`src/rtl/fetch_unit_pkg.sv`:
```
// rtl/fetch_unit_pkg.sv - shared constants and FSM encoding for the program fetch stage
package fetch_unit_pkg;

  localparam int          PC_W_DEF     = 16;
  localparam logic [15:0] RESET_PC_DEF = 16'h0000;
  localparam logic [7:0]  PORT_RST     = 8'hFF;

  typedef logic [1:0] fetch_state_t;

  localparam logic [1:0] ST_FETCH = 2'd0;
  localparam logic [1:0] ST_LEN   = 2'd1;
  localparam logic [1:0] ST_OPER  = 2'd2;

  // A decoder length of 0 means a single-byte instruction.
  function automatic logic [1:0] eff_len(input logic [1:0] len);
    return (len == 2'd0) ? 2'd1 : len;
  endfunction

endpackage

```
`src/rtl/fetch_unit_edge_det.sv`:
```
// rtl/fetch_unit_edge_det.sv - single-register edge detector for clock-unit strobes
module edge_det #(
  parameter logic RST_VAL = 1'b0
) (
  input  logic clk,
  input  logic rst_n,
  input  logic i_sig,
  output logic o_rise,
  output logic o_fall
);

  logic r_q;

  always_ff @(posedge clk or negedge rst_n) begin
    if (!rst_n) r_q <= RST_VAL;
    else        r_q <= i_sig;
  end

  assign o_rise = i_sig & ~r_q;
  assign o_fall = ~i_sig & r_q;

endmodule

```
`src/rtl/fetch_unit.sv`:
```
// rtl/fetch_unit.sv - program fetch and external bus stage: address drive, byte capture, PC advance
module fetch_unit
  import fetch_unit_pkg::*;
#(
  parameter int              PC_W     = PC_W_DEF,
  parameter logic [PC_W-1:0] RESET_PC = PC_W'(RESET_PC_DEF)
) (
  input  logic            clk,
  input  logic            reset,
  input  logic            EA,
  input  logic            ALE,
  input  logic            PSEN,
  input  logic            stall,
  input  logic [1:0]      insn_len,
  input  logic            pc_load,
  input  logic [PC_W-1:0] pc_val,
  input  logic            instr_ack,
  input  logic [7:0]      P0_in,
  input  logic [7:0]      rom_data,
  output logic [7:0]      P0_out,
  output logic            P0_oe,
  output logic [7:0]      P2_out,
  output logic [PC_W-1:0] rom_addr,
  output logic [PC_W-1:0] PC,
  output logic [7:0]      IR,
  output logic [7:0]      op1,
  output logic [7:0]      op2,
  output logic            instr_valid,
  output logic            overrun
);

  logic            w_ale_rise, w_ale_fall, w_psen_rise, w_unused_psen_fall;
  logic            r_stall_d;
  fetch_state_t    r_state;
  logic [1:0]      r_bcnt;
  logic [PC_W-1:0] r_pc, r_rom_addr;
  logic [7:0]      r_ir, r_op1, r_op2, r_p0_out, r_p2_out;
  logic            r_p0_oe, r_instr_valid, r_overrun;

  edge_det #(.RST_VAL(1'b0)) u_ale_det (
    .clk(clk), .rst_n(reset), .i_sig(ALE), .o_rise(w_ale_rise), .o_fall(w_ale_fall)
  );

  // PSEN idles high, so its register resets high to avoid a false rising edge.
  edge_det #(.RST_VAL(1'b1)) u_psen_det (
    .clk(clk), .rst_n(reset), .i_sig(PSEN), .o_rise(w_psen_rise), .o_fall(w_unused_psen_fall)
  );

  logic            w_stalled, w_cap;
  logic [7:0]      w_cap_data;
  logic [1:0]      w_len, w_bcnt_nxt;
  logic [PC_W-1:0] w_pc_inc;
  logic [31:0]     w_pc_ext;

  assign w_stalled  = stall | r_stall_d;
  assign w_cap      = (EA ? w_ale_fall : w_psen_rise) & ~w_stalled & ~pc_load;
  assign w_cap_data = EA ? rom_data : P0_in;
  assign w_len      = eff_len(insn_len);
  assign w_bcnt_nxt = r_bcnt + 2'd1;
  assign w_pc_inc   = r_pc + {{(PC_W-1){1'b0}}, 1'b1};
  assign w_pc_ext   = 32'(r_pc);

  always_ff @(posedge clk or negedge reset) begin
    if (!reset) r_stall_d <= 1'b0;
    else        r_stall_d <= stall;
  end

  // Address phase: latched on ALE rise from the PC as it stands before any same-cycle increment.
  always_ff @(posedge clk or negedge reset) begin
    if (!reset) begin
      r_p0_out   <= PORT_RST;
      r_p2_out   <= PORT_RST;
      r_p0_oe    <= 1'b0;
      r_rom_addr <= RESET_PC;
    end else if (w_ale_rise) begin
      r_p0_out   <= w_pc_ext[7:0];
      r_p2_out   <= w_pc_ext[15:8];
      r_rom_addr <= r_pc;
      r_p0_oe    <= ~EA;
    end else if (w_ale_fall) begin
      r_p0_oe    <= 1'b0;
    end
  end

  always_ff @(posedge clk or negedge reset) begin
    if (!reset) begin
      r_state       <= ST_FETCH;
      r_bcnt        <= 2'd0;
      r_pc          <= RESET_PC;
      r_ir          <= 8'h00;
      r_op1         <= 8'h00;
      r_op2         <= 8'h00;
      r_instr_valid <= 1'b0;
      r_overrun     <= 1'b0;
    end else begin
      if (instr_ack) r_instr_valid <= 1'b0;
      if (w_cap && r_instr_valid && !instr_ack) r_overrun <= 1'b1;
      if (pc_load) begin
        r_pc          <= pc_val;
        r_bcnt        <= 2'd0;
        r_state       <= ST_FETCH;
        r_instr_valid <= 1'b0;
      end else begin
        case (r_state)
          ST_FETCH: begin
            if (w_cap) begin
              r_ir    <= w_cap_data;
              r_pc    <= w_pc_inc;
              r_state <= ST_LEN;
            end
          end
          ST_LEN: begin
            if (w_len == 2'd1) begin
              r_instr_valid <= 1'b1;
              r_state       <= ST_FETCH;
            end else begin
              r_bcnt  <= 2'd1;
              r_state <= ST_OPER;
            end
          end
          ST_OPER: begin
            if (w_cap) begin
              if (r_bcnt == 2'd1) r_op1 <= w_cap_data;
              else                r_op2 <= w_cap_data;
              r_pc <= w_pc_inc;
              if (w_bcnt_nxt == w_len) begin
                r_instr_valid <= 1'b1;
                r_bcnt        <= 2'd0;
                r_state       <= ST_FETCH;
              end else begin
                r_bcnt <= w_bcnt_nxt;
              end
            end
          end
          default: r_state <= ST_FETCH;
        endcase
      end
    end
  end

  assign P0_out      = r_p0_out;
  assign P0_oe       = r_p0_oe;
  assign P2_out      = r_p2_out;
  assign rom_addr    = r_rom_addr;
  assign PC          = r_pc;
  assign IR          = r_ir;
  assign op1         = r_op1;
  assign op2         = r_op2;
  assign instr_valid = r_instr_valid;
  assign overrun     = r_overrun;

endmodule

```
`config.mk`:
```
export PLATFORM = sky130hd
export DESIGN_NAME = fetch_unit
export DESIGN_NICKNAME = d
export VERILOG_FILES = /design/src/rtl/fetch_unit_pkg.sv /design/src/rtl/fetch_unit_edge_det.sv /design/src/rtl/fetch_unit.sv
export SDC_FILE = /design/constraint.sdc
export NUM_CORES = 1
export LEC_CHECK = 0
export BUFFER_PORTS_ARGS = -buffer_cell sky130_fd_sc_hd__buf_4
export CORE_ASPECT_RATIO = 2
export CORE_MARGIN = 3
export CORE_UTILIZATION = 51
export DETAILED_ROUTE_END_ITERATION = 7
export PLACE_DENSITY = 0.83
export SYNTH_ARGS = -nofsm -noshare
export SYNTH_HDL_FRONTEND = slang
export SYNTH_SLANG_ARGS = --single-unit
```
`constraint.sdc`:
```
create_clock -name clk -period 2.1 [get_ports clk]
set_input_delay 0.42 -clock clk [delete_from_list [all_inputs] [get_ports clk]]
set_output_delay 0.42 -clock clk [all_outputs]
set_load 0.05 [all_outputs]
```
After elaboration in Yosys (flattened, before gate mapping)
Index checks and enable logic that the tools add are counted.
Cells by class
  multiplexer cells: 25
  eq/ne operators: 9
  add/sub/neg operators: 2
  reductions and logical operators: 16
  bitwise logic cells: 13
Operators with widths (number)
  two-way mux 16 bit: 3
  two-way mux 2 bit: 10
  adder 16 x 1 -> 16 bit, second input constant: 1
  != test 3 bit, second input constant: 4
  AND reduction 3 bit: 3
  two-way mux 1 bit: 8
  two-way mux 8 bit: 1
  AND reduction 4 bit: 2
  NOT 1 bit: 7
  equality test 2 x 1 -> 1 bit, second input constant: 3
  one-hot mux 2 bit (3 select lines): 1
  nonzero test 2 bit: 3
  bitwise AND 1 bit: 5
  logical NOT 2 bit: 2
  one-hot mux 2 bit (2 select lines): 1
  nonzero test 3 bit: 1
  adder 2 x 1 -> 2 bit, second input constant: 1
  equality test 2 bit: 1
  equality test 2 bit, second input constant: 1
  logical AND 1 bit: 2
  one-hot mux 1 bit (2 select lines): 1
  AND reduction 2 bit: 1
  OR reduction 2 bit: 1
  logical NOT 1 bit: 1
  OR 1 bit: 1
Storage, ports and cells
  register bits: 82
  logic and storage cells: 80
  output and inout port bits: 75

Logic depth before layout (Yosys ltp)
Gate-level depths: netlist (run 1).
  word-level depth: 8
  mapped depth: 8
  depth with buffers taken out: 6

By module
A second synthesis (run 1) with hierarchy kept.
Second synthesis, totals
  cell total of the unflattened synthesis: 354
  area total of the unflattened synthesis: 3752.3 µm²
By module, submodules not included
  fetch_unit: seq. area each 2021.9 µm², area each 3671.0 µm², instances 1, cells each 348
  edge_det at u_psen_det: seq. area each 26.3 µm², area each 41.3 µm², instances 1, cells each 3
  edge_det at u_ale_det: seq. area each 25.0 µm², area each 40.0 µm², instances 1, cells each 3

Worst setup path before layout (run 1)
Ideal clock, no wire load.
  path type: flip-flop to flip-flop
  start: register r_pc[0] (netlist: PC[0])
  end: register r_pc[10] (netlist: PC[10])
  setup time: 0.082 ns
  data required time: 2.018 ns
  arrival: 2.027 ns
  setup slack: -0.009 ns
  path buffers: 0
  cell stages (with the launch flop): 6
  cell sequence: dfrtp_1 ha_1 nand3_1 or2_2 or4_1 a31oi_1
Between the ends
  longest elaborated chain between the ends: 4
Ends and longest elaborated chain
  start: declaration: RTL line fetch_unit.sv:36  | logic [PC_W-1:0] r_pc, r_rom_addr;
  start signal: assignment: RTL line fetch_unit.sv:99  | r_pc <= pc_val;
  start signal: assignment: RTL line fetch_unit.sv:108  | r_pc <= w_pc_inc;
  start signal: assignment: RTL line fetch_unit.sv:125  | r_pc <= w_pc_inc;
  adder 16 x 1 -> 16 bit: RTL line fetch_unit.sv:60  | assign w_pc_inc = r_pc + {{(PC_W-1){1'b0}}, 1'b1};
  two-way mux 16 bit: RTL line fetch_unit.sv:106, fetch_unit.sv:122
  two-way mux 16 bit
  two-way mux 16 bit: RTL line fetch_unit.sv:98  | if (pc_load) begin
Every way passes these cells. The select of a mux whose other input is x is not followed.
A chain may end at the register's enable or synchronous reset.

Worst setup path in the final report (run 1)
  start: register u_psen_det.r_q
  end: register r_pc[10] (netlist: PC[10])
Between the ends
  longest elaborated chain between the ends: 7
Ends and longest elaborated chain
  start: declaration: RTL line fetch_unit_edge_det.sv:12  | logic r_q;
  start signal: assignment: RTL line fetch_unit_edge_det.sv:16  | else r_q <= i_sig;
  NOT 1 bit: RTL line fetch_unit_edge_det.sv:19  | assign o_rise = i_sig & ~r_q;
  bitwise AND 1 bit: RTL line fetch_unit_edge_det.sv:19
  two-way mux 1 bit: RTL line fetch_unit.sv:56  | assign w_cap = (EA ? w_ale_fall : w_psen_rise) & ~w_stalled & ~pc_load;
  bitwise AND 1 bit (2 in a row): RTL line fetch_unit.sv:56
  nonzero test 2 bit (no line)
  AND reduction 2 bit (no line)
Every way passes these cells.

==> results of run 1 <==
stage by stage:
step,hold WS (ps),cell area [sq um]
floorplan,124,3800
global placement,414,4900
CTS,65.9,5240
detailed placement,424,4900
finish,54.9,5250
global route,88.5,5250
cell usage in the layout, fill, tap and decap left out, types with 3 or more instances in the layout:
cell type / n
or2_2: 3
a31oi_1: 12
mux2i_1: 12
nor2_1: 40
xnor2_1: 3
nand4_1: 4
clkbuf_16: 9
dfstp_2: 17
bufinv_16: 3
a21oi_1: 29
o31ai_1: 5
nand2b_1: 4
nand3_1: 4
o21ai_0: 43
buf_12: 3
dfrtp_1: 64
buf_4: 135
or4_1: 5
inv_1: 43
nand2_1: 34
a211oi_1: 4
ha_1: 7
or3_1: 7
layout make-up:
cell class	instances	area, sq um	area share, %
flip-flops and latches	82	2070	39.5
clock inverters	7	116	2.22
multi-input cells	246	1490	28.3
repair buffers	138	1070	20.4
well taps	90	113	2.14
clock buffers	9	225	4.29
inverters	43	161	3.07
cell families after synthesis:
group / Yosys count / share of synthesized area [%]
flops: 82 / 54.6
fa+ha+maj: 7 / 2.30
xor+xnor: 3 / 0.692
buf+inv: 62 / 6.49
simple gates: 111 / 13.8
compound gates: 111 / 18.4
mux: 14 / 3.75
sequential cells by signal, summed over array words and instances, names as in the netlist, 2 cells and up:
register  count
IR            8
P0_out        8
PC           16
rom_addr     16
op1           8
r_bcnt        2
op2           8
P2_out        8
r_state       2
per-layer routing:
layer  vias up  routed length (um)
li1       1601                   -
met1      1615                3500
met2       132                5310
met3        22                 552
met4         0                 260
met5         -                   0
power groups by stage:
stage / sequential [mW] / combinational [mW] / clock, mW
after CTS: 2.01 / 1.75 / 1.80
after global routing: 2.04 / 1.86 / 1.85
after global placement: 2.02 / 1.69 / 0
after detailed placement: 2.03 / 1.75 / 0
after floorplan: 2.75 / 0.412 / 0
final: 2.01 / 1.75 / 1.78
worst max-delay path: cells and delay by family (launching register included):
kind               cells  cell delay, ps
AOI/OAI and AO/OA      2             650
and+or+nand+nor        2             900
DFF                    1             360
path summary, 6_finish.rpt:
path | from | endpoint | slack (ps)
setup / recovery | u_psen_det.r_q | PC[10] | 110
hold / removal | reset | instr_valid | 50
setup reg to reg | u_psen_det.r_q | PC[10] | 110
hold reg to reg | overrun | overrun | 460
max in group asynchronous | reset | P2_out[0] | 1400
min in group clk | PSEN | u_psen_det.r_q | 210
==> flow_metrics.env, run 1 <==
export IMPL_outcome="complete, no violations"
export IMPL_irDropWorstVdd_mv=0.827
export IMPL_seqPwrFrac_pct=36.3
export IMPL_critPathMaxFanout=18
export IMPL_wl_per_cell_um=15.6
export IMPL_p_int_mw=3.55
export IMPL_final_cells=615
export IMPL_setup_viol=0
export IMPL_synth_largest_area_cell="dfrtp_1"
export IMPL_drv_cap=0
export IMPL_dieArea_sq_um=8590
export IMPL_fin_tns_setup_ps=0
export IMPL_cts_setup_buffers=0
export IMPL_slew_headroom_pct=66.5
export IMPL_cts_resized=0
export IMPL_comb_power_share_pct=31.5
export IMPL_hold_buffers=0
export IMPL_htreeDepth=3
export IMPL_ys_top_cells_by_area="dfrtp_1 (43%), dfstp_2 (12%), o21ai_0 (5.7%), inv_1 (4.2%), nor2_1 (4.0%)"
export IMPL_critPathLaunchType="register"
export IMPL_antenna_found_initial=0
export IMPL_yosys_cell_count_top_type="dfrtp_1"
export IMPL_required_ps=2350
export IMPL_leakagePower_nw=2.52
export IMPL_fin_ws_ps=107
export IMPL_gr_max_usage_layer="met2"
export IMPL_fillers=559
export IMPL_yosys_register_bits=82
export IMPL_worst_slew_pin_slew_ps=503
export IMPL_clock_skew_ps=8.25
export IMPL_vias=3370
export IMPL_fin_util_pct=73.9
export IMPL_cts_root_buffer="clkbuf_16"
export IMPL_yosysSeqAreaShare_pct=54.6
export IMPL_p_total_mw=5.53
export IMPL_drtPass1Iterations=4
export IMPL_syn_to_final_growth_pct=38.2
export IMPL_die_w_um=67.0
export IMPL_min_path_type="primary input to async pin"
export IMPL_yosys_top_cells_count="dfrtp_1 (65), inv_1 (43), o21ai_0 (43), nor2_1 (40), nand2_1 (34)"
export IMPL_syn_area_per_cell_sq_um=9.74
export IMPL_use_met2_pct=43.5
export IMPL_p_clk_share_pct=32.1
export IMPL_drcViolationCount=0
export IMPL_drt_wl_total_um=9620
export IMPL_viasPerCell=5.48
export IMPL_clk_insertion_delay_late_ps=340
export IMPL_synth_cell_types=48
export IMPL_critPathArrivalTime_ps=2240
export IMPL_p_sw_mw=1.99
export IMPL_yosysWarningCount=0
export IMPL_antenna_cells=0
export IMPL_rows=43
export IMPL_hold_viol_final=0
export IMPL_grt_max_degree=49
export IMPL_num_nets_final=569
export IMPL_grt_pass1_vias=3466
export IMPL_grt_overflow_total=0
export IMPL_dpl_cell_count=599
export IMPL_drt_iter0_drc=205
export IMPL_io_buffers=116
export IMPL_dpl_hpwl_um=7300
export IMPL_clock_path_buffers=2
export IMPL_synthesis_nets=439
export IMPL_crit_path_top_delay_cell="or3b_1"
export IMPL_max_freq_mhz=502
export IMPL_synth_top_area_share_pct=42.8
export IMPL_dp_slack_ps=-66.6
export IMPL_ys_flop_type="dfrtp_1"
export IMPL_netlist_area_sq_um=3800
export IMPL_io_pin_count=117
export IMPL_power_density_nw_per_um2=1050
export IMPL_use_met1_pct=26.8
export IMPL_synth_edf_count=0
export IMPL_numCtsBuffers=9
export IMPL_track_usage_pct=24.3
export IMPL_start_util_pct=53.5
export IMPL_grt_use_met3_pct=5.61
export IMPL_die_height_um=128
export IMPL_critPathMaxStageDelay_ps=470
export IMPL_swShare_pct=35.9
export IMPL_drtAntennaViolNets=0
export IMPL_drive_gt1_share_pct=34.7
export IMPL_clk_pin_slew_worst_paths_ps=60
export IMPL_synthCells=390
export IMPL_period_needed_ps=1990
export IMPL_async_flop_share_pct=100
export IMPL_core_sq_um=7100
export IMPL_endpoint_kind="register"
export IMPL_fin_crit_sh_pct=94.9
export IMPL_grt_pass1_wl_um=16100
export IMPL_rsz0062_at_grt="no"
export IMPL_cts_sink_count=82
export IMPL_report_final_slew_viol_count=0
export IMPL_cts_tree="yes"
export IMPL_reg2reg_depth=4
export IMPL_path_class="register to register"
export IMPL_gp_congestion=0.807
export IMPL_path_cells="or3b_1 -> a211o_4 -> or4_1 -> a31oi_1"
Note: power is estimated with default switching activity, not from simulation.
==> run 2: changes to the inputs <==
--- a/config.mk
+++ b/config.mk
@@ -5,10 +5,11 @@
 export SDC_FILE = /design/constraint.sdc
 export NUM_CORES = 1
 export LEC_CHECK = 0
+export ABC_AREA = 1
 export BUFFER_PORTS_ARGS = -buffer_cell sky130_fd_sc_hd__buf_4
 export CORE_ASPECT_RATIO = 2
 export CORE_MARGIN = 3
-export CORE_UTILIZATION = 51
+export CORE_UTILIZATION = 52
 export DETAILED_ROUTE_END_ITERATION = 7
 export PLACE_DENSITY = 0.83
 export SYNTH_ARGS = -nofsm -noshare
==> run 2 against run 1 <==
Sequential share of layout area rose by 0.12 points. Non-clock buffer count fell by 17. Synthesized cell count rose by 22%. Area after synthesis rose by 4.3%. Cell area fell by 0.36%. Routed wire length rose by 8.0%. Core utilization fell by 2.5 points. Flip-flop and latch count did not move. Maximum frequency rose by 12%.
==> flow_metrics.env, run 2 <==
export IMPL_grt_overflow_total=0
export IMPL_drt_iter0_drc=361
export IMPL_io_buffers=116
export IMPL_start_util_pct=54.2
export IMPL_report_final_slew_viol_count=0
export IMPL_irDropWorstVdd_mv=0.915
export IMPL_reg2reg_slack_ps=320
export IMPL_critPathArrivalTime_ps=2040
export IMPL_fin_util_pct=71.4
export IMPL_synth_xor_area_share_pct=1.33
export IMPL_drtPass1Iterations=5
export IMPL_synth_edf_count=0
export IMPL_drtAntennaViolNets=0
export IMPL_cts_root_buffer="clkbuf_16"
export IMPL_dpl_hpwl_um=7750
export IMPL_drcViolationCount=0
export IMPL_crit_top_cell="nand2_1"
export IMPL_yosysWarningCount=0
export IMPL_gp_congestion=0.933
export IMPL_antenna_found_initial=0
export IMPL_rsz0062_at_grt="no"
export IMPL_cts_tree="yes"
export IMPL_netlist_area_sq_um=3970
export IMPL_grt_max_degree=62
export IMPL_required_ps=2360
export IMPL_drv_cap=0
export IMPL_hold_viol_final=0
export IMPL_synthAdderAreaFrac_pct=2.21
export IMPL_yosys_cell_count_top_type="nand2_1"
export IMPL_drt_wl_total_um=10400
export IMPL_worst_hold_slack_ps=203
export IMPL_final_cell_mix="nand2_1 (148), buf_4 (119), inv_1 (71), o21ai_0 (67), dfrtp_1 (65)"
export IMPL_p_int_mw=3.63
export IMPL_cts_sink_count=82
export IMPL_fillers=584
export IMPL_synthCells=476
export IMPL_power_density_nw_per_um2=1170
export IMPL_fin_crit_sh_pct=84.7
export IMPL_worst_slew_pin_slew_ps=517
export IMPL_yosys_top_cells_count="nand2_1 (148), inv_1 (71), o21ai_0 (67), dfrtp_1 (65), nand3_1 (23)"
export IMPL_synthMuxAreaShare_pct=0
export IMPL_ys_flop_type="dfrtp_1"
export IMPL_grt_pass1_wl_um=16700
export IMPL_num_nets_final=643
export IMPL_p_sw_mw=2.49
export IMPL_path_buf_inv=2
export IMPL_fin_ws_ps=322
export IMPL_design_area_sq_um=5230
export IMPL_slew_headroom_pct=65.2
export IMPL_track_usage_pct=25.4
export IMPL_path_class="register to register"
export IMPL_syn_area_per_cell_sq_um=8.33
export IMPL_layout_commonest_cell="nand2_1"
export IMPL_core_sq_um=7320
export IMPL_endpoint_kind="register"
export IMPL_yosys_register_bits=82
export IMPL_final_cells=691
export IMPL_path_cells="inv_1 -> ha_1 -> inv_1 -> nor2_2 -> nand2_1 -> nor2_4 -> nand2_1 -> nand2_1"
export IMPL_comb_power_share_pct=37.8
export IMPL_setup_viol=0
export IMPL_htreeDepth=3
export IMPL_clk_pin_slew_worst_paths_ps=60
export IMPL_synth_top_area_share_pct=41.0
export IMPL_antenna_cells=0
export IMPL_leakagePower_nw=2.69
export IMPL_synthSimpleGateAreaFrac_pct=23.3
export IMPL_fin_tns_setup_ps=0
export IMPL_dieArea_sq_um=8770
export IMPL_syn_to_final_growth_pct=31.9
export IMPL_dp_slack_ps=282
export IMPL_clk_insertion_delay_late_ps=340
export IMPL_async_flop_share_pct=100
export IMPL_rows=44
export IMPL_critPathLaunchType="register"
export IMPL_p_total_mw=6.12
export IMPL_clock_skew_ps=8.86
export IMPL_synth_cell_types=37
export IMPL_clock_path_buffers=2
export IMPL_drive_gt1_share_pct=28.4
export IMPL_synth_largest_area_cell="dfrtp_1"
export IMPL_critPathMaxStageDelay_ps=400
export IMPL_die_height_um=129
export IMPL_io_pin_count=117
export IMPL_yosysSeqAreaShare_pct=52.3
export IMPL_max_freq_mhz=562
export IMPL_critPathMaxFanout=9
export IMPL_crit_family="simple AND/OR/NAND/NOR gates"
export IMPL_p_clk_share_pct=26.7
export IMPL_grt_pass1_vias=3592
export IMPL_period_needed_ps=1780
export IMPL_numCtsBuffers=9
export IMPL_synth_top_family_by_area="simple AND/OR/NAND/NOR gates"
export IMPL_dpl_cell_count=674
export IMPL_vias=3620
export IMPL_synthesis_nets=525
export IMPL_min_path_type="primary input to register"
export IMPL_swShare_pct=40.7
export IMPL_crit_path_top_delay_cell="dfrtp_1"
export IMPL_seqPwrFrac_pct=35.5
export IMPL_synth_compound_area_share_pct=11.8
export IMPL_ys_top_cells_by_area="dfrtp_1 (41%), nand2_1 (14%), dfstp_2 (11%), o21ai_0 (8.5%), inv_1 (6.7%)"
export IMPL_die_w_um=67.7
export IMPL_outcome="complete, no violations"
export IMPL_viasPerCell=5.24
export IMPL_wl_per_cell_um=15.0
export IMPL_placed_cell_area_sq_um=4910
[run 2: power groups by stage]
| stage | logic, mW | clock network, mW | registers, mW |
|---|---|---|---|
| detailed placement | 2.32 | 0 | 2.19 |
| finish | 2.31 | 1.63 | 2.18 |
| global placement | 2.28 | 0 | 2.18 |
| floorplan | 0.566 | 0 | 3.17 |
| global route | 2.48 | 1.73 | 2.21 |
| CTS | 2.33 | 1.67 | 2.17 |
[run 2: final cells by class]
type,count,area (sq um),share of cell area (%)
Timing Repair Buffer,121,923,17.7
Clock inverter,5,78.8,1.51
Tap cell,92,115,2.20
Clock buffer,11,233,4.45
Multi-Input combinational cell,306,1530,29.3
Sequential cell,82,2070,39.6
Inverter,74,278,5.31
[run 2: timing repair]
item                                   in CTS  in global routing
endpoints found under the hold margin      14                  0
hold buffers                                1                  0
buffers inserted                            0                  0
resized for setup                           0                  0
[run 2: final timing paths]
| check | start | endpoint | cells past startpoint |
|---|---|---|---|
| setup / recovery | r_state[0] | op1[2] | 8 |
| hold / removal | PSEN | u_psen_det.r_q | 1 |
| setup reg to reg | r_state[0] | op1[2] | 8 |
| hold reg to reg | P2_out[1] | P2_out[1] | 2 |
| max in group asynchronous | reset | P2_out[1] | 3 |
| min in group asynchronous | reset | rom_addr[5] | 2 |
[run 2: cell families (layout without fill, tap and decap cells)]
family                   Yosys count  after routing
AND/OR/NAND/NOR                  208            208
AO/OA/AOI/OAI                     85             85
adder cells (fa/ha/maj)            7              7
XOR/XNOR                           6              6
buffers and inverters             88            211
flip-flops                        82             82
[run 2: metal layers]
| metal | global-route usage [%] | share of wire, % |
|---|---|---|
| met1 | 26.6 | 34 |
| met2 | 45.1 | 55 |
| met3 | 6.16 | 7.1 |
| met4 | 13.0 | 3.3 |
| met5 | 0 | 0 |
